==> config.mk <==
export PLATFORM = sky130hd
export DESIGN_NAME = pipe_exec_ctrl
export DESIGN_NICKNAME = d
export VERILOG_FILES = /design/src/rtl/pipe_exec_ctrl_pkg.sv /design/src/rtl/pipe_exec_ctrl_sat_counter.sv /design/src/rtl/pipe_exec_ctrl.sv
export SDC_FILE = /design/constraint.sdc
export NUM_CORES = 1
export LEC_CHECK = 0
export CAP_MARGIN = 20
export CORE_MARGIN = 5
export CORE_UTILIZATION = 35
export CTS_CLUSTER_SIZE = 28
export DETAILED_ROUTE_END_ITERATION = 16
export GPL_TIMING_DRIVEN = 0
export MAX_ROUTING_LAYER = met4
export PLACE_DENSITY = 0.59
export SYNTH_ARGS = -nofsm -noshare
export SYNTH_HDL_FRONTEND = slang
export SYNTH_HIERARCHICAL = 1
export SYNTH_SLANG_ARGS = --single-unit
==> constraint.sdc <==
create_clock -name clk -period 3.05 [get_ports clk]
set_input_delay 0.7625 -clock clk [delete_from_list [all_inputs] [get_ports clk]]
set_output_delay 0.7625 -clock clk [all_outputs]
set_load 0.05 [all_outputs]
==> src/rtl/pipe_exec_ctrl_pkg.sv <==
// Shared encodings and defaults for the pipeline execution controller.
// Command and state values are also decoded by the debug unit.
package pipe_exec_ctrl_pkg;

  localparam int CTRL_STATE_BITS  = 3;
  localparam int DEF_DRAIN_CYCLES = 4;
  localparam int DEF_FLUSH_CYCLES = 2;

  typedef enum logic [1:0] {
    CMD_RUN   = 2'b00,
    CMD_STEP  = 2'b01,
    CMD_STOP  = 2'b10,
    CMD_FLUSH = 2'b11
  } cmd_e;

  typedef enum logic [CTRL_STATE_BITS-1:0] {
    ST_IDLE   = 3'd0,
    ST_RUN    = 3'd1,
    ST_STEP   = 3'd2,
    ST_DRAIN  = 3'd3,
    ST_HALTED = 3'd4,
    ST_FLUSH  = 3'd5
  } state_e;

endpackage

==> src/rtl/pipe_exec_ctrl_sat_counter.sv <==
// Saturating up-counter with synchronous clear; clear wins over enable.
// Also intended for stall and branch statistics.
module sat_counter #(
  parameter int WIDTH = 32
) (
  input  logic             clk,
  input  logic             rst,
  input  logic             en,
  input  logic             clr,
  output logic [WIDTH-1:0] count
);

  always_ff @(posedge clk) begin
    if (!rst) begin
      count <= '0;
    end else if (clr) begin
      count <= '0;
    end else if (en && (count != {WIDTH{1'b1}})) begin
      count <= count + 1'b1;
    end
  end

endmodule

==> src/rtl/pipe_exec_ctrl.sv <==
// Run/step/stop/halt-drain sequencer driving the shared pipeline latch enable.
// state | meaning: IDLE frozen, RUN free-run, STEP one cycle, DRAIN retire HALT, HALTED done, FLUSH clear.
module pipe_exec_ctrl
  import pipe_exec_ctrl_pkg::*;
#(
  parameter int CNT_BITS     = 32,
  parameter int DRAIN_CYCLES = DEF_DRAIN_CYCLES,
  parameter int FLUSH_CYCLES = DEF_FLUSH_CYCLES
) (
  input  logic                       clk,
  input  logic                       rst,
  input  logic                       i_cmd_valid,
  input  logic [1:0]                 i_cmd,
  output logic                       o_cmd_ready,
  input  logic                       i_halt,
  output logic                       o_pipe_enable,
  output logic                       o_pipe_flush,
  output logic [CTRL_STATE_BITS-1:0] o_state,
  output logic [CNT_BITS-1:0]        o_cycle_count,
  output logic                       o_done
);

  localparam int DRAIN_W   = (DRAIN_CYCLES > 0) ? $clog2(DRAIN_CYCLES + 1) : 1;
  localparam int FLUSH_LEN = (FLUSH_CYCLES > 1) ? FLUSH_CYCLES : 1;
  localparam int FLUSH_W   = $clog2(FLUSH_LEN + 1);

  state_e               state;
  logic                 halt_pending;
  logic [DRAIN_W-1:0]   drain_cnt;
  logic [FLUSH_W-1:0]   flush_cnt;
  logic                 cmd_fire;

  assign cmd_fire = i_cmd_valid && o_cmd_ready;
  assign o_state  = state;

  always_ff @(posedge clk) begin
    if (!rst) begin
      state         <= ST_IDLE;
      o_pipe_enable <= 1'b0;
      o_pipe_flush  <= 1'b0;
      o_done        <= 1'b0;
      o_cmd_ready   <= 1'b1;
      halt_pending  <= 1'b0;
      drain_cnt     <= '0;
      flush_cnt     <= '0;
    end else begin
      o_done <= 1'b0;
      case (state)
        ST_IDLE: begin
          if (cmd_fire) begin
            case (i_cmd)
              CMD_RUN: begin
                state         <= halt_pending ? ST_DRAIN : ST_RUN;
                o_pipe_enable <= 1'b1;
                o_cmd_ready   <= !halt_pending;
              end
              CMD_STEP: begin
                state         <= ST_STEP;
                o_pipe_enable <= 1'b1;
                o_cmd_ready   <= 1'b0;
              end
              CMD_FLUSH: begin
                state        <= ST_FLUSH;
                o_pipe_flush <= 1'b1;
                o_cmd_ready  <= 1'b0;
                flush_cnt    <= FLUSH_W'(FLUSH_LEN);
              end
              CMD_STOP: ;
            endcase
          end
        end
        ST_RUN: begin
          // A HALT in flight must retire even if STOP arrives in the same cycle.
          if (i_halt) begin
            if (DRAIN_CYCLES == 0) begin
              state         <= ST_HALTED;
              o_pipe_enable <= 1'b0;
              o_done        <= 1'b1;
            end else begin
              state       <= ST_DRAIN;
              drain_cnt   <= DRAIN_W'(DRAIN_CYCLES);
              o_cmd_ready <= 1'b0;
            end
          end else if (cmd_fire && (i_cmd == CMD_STOP)) begin
            state         <= ST_IDLE;
            o_pipe_enable <= 1'b0;
          end
        end
        ST_STEP: begin
          o_pipe_enable <= 1'b0;
          o_cmd_ready   <= 1'b1;
          state         <= ST_IDLE;
          if (halt_pending) begin
            if (drain_cnt <= DRAIN_W'(1)) begin
              state     <= ST_HALTED;
              o_done    <= 1'b1;
              drain_cnt <= '0;
            end else begin
              drain_cnt <= drain_cnt - 1'b1;
            end
          end else if (i_halt) begin
            if (DRAIN_CYCLES == 0) begin
              state  <= ST_HALTED;
              o_done <= 1'b1;
            end else begin
              halt_pending <= 1'b1;
              drain_cnt    <= DRAIN_W'(DRAIN_CYCLES);
            end
          end
        end
        ST_DRAIN: begin
          if (drain_cnt <= DRAIN_W'(1)) begin
            state         <= ST_HALTED;
            o_pipe_enable <= 1'b0;
            o_done        <= 1'b1;
            o_cmd_ready   <= 1'b1;
            drain_cnt     <= '0;
          end else begin
            drain_cnt <= drain_cnt - 1'b1;
          end
        end
        ST_HALTED: begin
          if (cmd_fire && (i_cmd == CMD_FLUSH)) begin
            state        <= ST_FLUSH;
            o_pipe_flush <= 1'b1;
            o_cmd_ready  <= 1'b0;
            flush_cnt    <= FLUSH_W'(FLUSH_LEN);
          end
        end
        ST_FLUSH: begin
          halt_pending <= 1'b0;
          drain_cnt    <= '0;
          if (flush_cnt <= FLUSH_W'(1)) begin
            state        <= ST_IDLE;
            o_pipe_flush <= 1'b0;
            o_cmd_ready  <= 1'b1;
          end else begin
            flush_cnt <= flush_cnt - 1'b1;
          end
        end
        default: begin
          state         <= ST_IDLE;
          o_pipe_enable <= 1'b0;
          o_pipe_flush  <= 1'b0;
          o_cmd_ready   <= 1'b1;
        end
      endcase
    end
  end

  sat_counter #(
    .WIDTH(CNT_BITS)
  ) u_cycle_cnt (
    .clk   (clk),
    .rst   (rst),
    .en    (o_pipe_enable),
    .clr   (state == ST_FLUSH),
    .count (o_cycle_count)
  );

endmodule

==> results_dict.tcl <==
set metrics [dict create \
    pwr-share-clk 0.273 \
    drive_above_1_share 0.0804 \
    cts_tree "built" \
    fp.coreArea_um2 7250 \
    final_cell_mix "dfxtp_1, clkdlybuf4s50_1, nor2_1, nand2_1, a21oi_1" \
    die_width_um 96.4 \
    switchingPower_uw 626 \
    status "finished clean" \
    dp_hpwl_um 4980 \
    slowest_stage "clkdlybuf4s50_1" \
    ys_ff_latch 45 \
    path_cells "clkdlybuf4s50_1" \
    wirelength_um 6700 \
    cts_resized 0 \
    max_stage_delay_ps 870 \
    clock_latency_ps 310 \
    initial_core_util 0.360 \
    layout_commonest_cell "dfxtp_1" \
    grt_pass1_vias 2399 \
    total_power_uw 1710 \
    netlist_top_cells_area "dfxtp_1, nor2_1, nand2_1" \
    via_per_inst 5.29 \
    fin_tns_setup_ps 0 \
    synth_top_flop_cell "dfxtp_1" \
    place_congestion 0.813 \
    die_height_um 96.4 \
    cp_num_buf_inv 1 \
    path_delay_family "buffers and inverters" \
    grt.overflow.total 0 \
    final_max_slew_viol_count 0 \
    antenna_left 0 \
    max-slew-margin-rel 0.632 \
    worstPathArrival_ps 1680 \
    cts-root-buf "clkbuf_8" \
    setup_viol 0 \
    fin_crit_sh 0.802 \
    yosysTopAreaCell "dfxtp_1" \
    cts_max_path_buffers 2 \
    dieArea_um2 9290 \
    crit_fanout 8 \
    finalHoldViolations 0 \
    postSynthCellCount 321 \
    num_antenna_cells 0 \
    layout.nets 385 \
    netlist.area_leader.share 0.345 \
    routedWlPerCell_um 14.2 \
    worstPathRequired_ps 2290 \
    n_fill_cell 747 \
    grtUsageTotal 0.157 \
    fp-row-count 31 \
    internal-power_uw 1080 \
    cellPowerDensity_nw_per_um2 519 \
    endpoint_kind "output pin" \
    io_pins 45 \
    synthDistinctLibCells 59 \
    async_flop_share 0 \
    fmax_ghz 0.409 \
    swShare 0.367 \
    postCtsSetupRepairBufs 0 \
    cp-start-kind "flip-flop" \
    grt_max_degree 15 \
    cts_sinks 45 \
    maxCapViolCount 0 \
    drtIter0Drc 78 \
    postCtsHoldBufs 0 \
    cellLeakagePower_uw 0.00113 \
    firstDrtPassIters 4 \
    synth_seq_area_share 0.345 \
    peakVddDrop_mv 0.258 \
    finalWorstPathRequiredPeriod_ps 2450 \
    grt_pass1_wl_um 11300 \
    tightestPinTransition_ps 553 \
    p_seq_frac 0.398 \
    clk_transition_reported_paths_ps 80 \
    min_path_type "reg -> reg" \
    syn-num-nets 334 \
    syn_area_per_cell_um2 8.13 \
    yosysWarnings 6 \
    rsz0062_at_grt "false" \
    antenna_found_initial 0 \
    syn_to_final_growth_pct 25.9 \
    syn-cell-area_um2 2610 \
    htree_levels 2 \
    portBuffers 44 \
    vias 2499 \
    power_frac_comb 0.329 \
    fin_skew_ps 7.76 \
    cts_made_buffers 5 \
    synth_edf_count 0 \
    path_class "reg -> out" \
    drc 0 \
]
-- power by group through the flow --
stage	combinational, uW	clock (uW)	sequential, uW
after global placement	556	0	692
final	561	466	679
after CTS	561	479	680
after detailed placement	560	0	693
after global routing	613	503	689
after floorplan	299	0	796
-- flip-flops by register name (all words and copies together), names as in the netlist, 2 cells and up --
register / flops
drain_cnt: 3
o_state: 3
u_cycle_cnt/count: 32
flush_cnt: 2
-- worst register-to-register path, stage by stage (launching register included) --
cell      delay (ps)
dfxtp_1          480
buf_4            230
and3b_1          240
or2b_2           170
clkbuf_1         390
clkbuf_1         490
nor2_1           110
-- synth_stat cells (5+ instances only) --
master    count
nor4_1        5
nor2b_1       6
nand2_1      30
nor3_1        5
nand2b_1      6
nor2_1       35
xnor2_1      11
o31ai_1       5
nand4_1      12
o21ai_0      13
nand3_1       8
dfxtp_1      45
inv_1        12
a21oi_1      17
or4_1         6
a211oi_1      9
ha_1          7
or3_1        10
clkbuf_1      9
-- final cells by class --
| type | count | area (um2) | area share |
|---|---|---|---|
| plain buffers | 18 | 96.3 | 0.0293 |
| clock buffers | 6 | 72.6 | 0.0221 |
| clock inverters | 2 | 38.8 | 0.0118 |
| inverters | 12 | 45.0 | 0.0137 |
| multi-input cells | 246 | 1570 | 0.477 |
| flip-flops and latches | 45 | 901 | 0.274 |
| well taps | 99 | 124 | 0.0377 |
| repair buffers | 44 | 440 | 0.134 |
-- per-layer routing --
metal / vias up / track usage / part of all wire
met4: 0 / 0.0537 / 0.0091
met1: 1157 / 0.200 / 0.49
met5: - / - / 0
li1: 1287 / - / -
met3: 5 / 0.0256 / 0.038
met2: 50 / 0.254 / 0.47
-- metrics by stage --
| stage | hold WS [ps] | std cells | utilization | setup slack (ps) | instance area [um2] |
|---|---|---|---|---|---|
| final | 502 | 472 | 0.453 | 605 | 3290 |
| after floorplan | 472 | 321 | - | 762 | 2610 |
| after global routing | 539 | 472 | 0.453 | 489 | 3290 |
| after detailed placement | 489 | 464 | 0.438 | 328 | 3180 |
| after CTS | 506 | 472 | 0.453 | 586 | 3290 |
| after global placement | 482 | 464 | 0.438 | 312 | 3180 |
-- cells by family (layout without fill, tap and decap cells) --
logic type,Yosys count,count (layout),synth area share
compound gates,74,74,0.194
xor+xnor,13,13,0.0436
fa+ha+maj,7,7,0.0335
flops,45,45,0.345
buf+inv,30,82,0.0541
simple gates,148,148,0.314
mux,4,4,0.0153
-- path summary, 6_finish.rpt --
path | startpoint | to | slack (ps) | cells after the start
max reg2reg | o_state[0]$_SDFFE_PN0P_ | u_cycle_cnt/count[0]$_SDFFE_PP0P_ | 830 | 6
max | u_cycle_cnt/count[8]$_SDFFE_PP0P_ | o_cycle_count[8] | 600 | 1
min reg2reg | flush_cnt[1]$_SDFFE_PN0P_ | flush_cnt[1]$_SDFFE_PN0P_ | 500 | 1
min | flush_cnt[1]$_SDFFE_PN0P_ | flush_cnt[1]$_SDFFE_PN0P_ | 500 | 1
(Power assumes the default switching activity.)
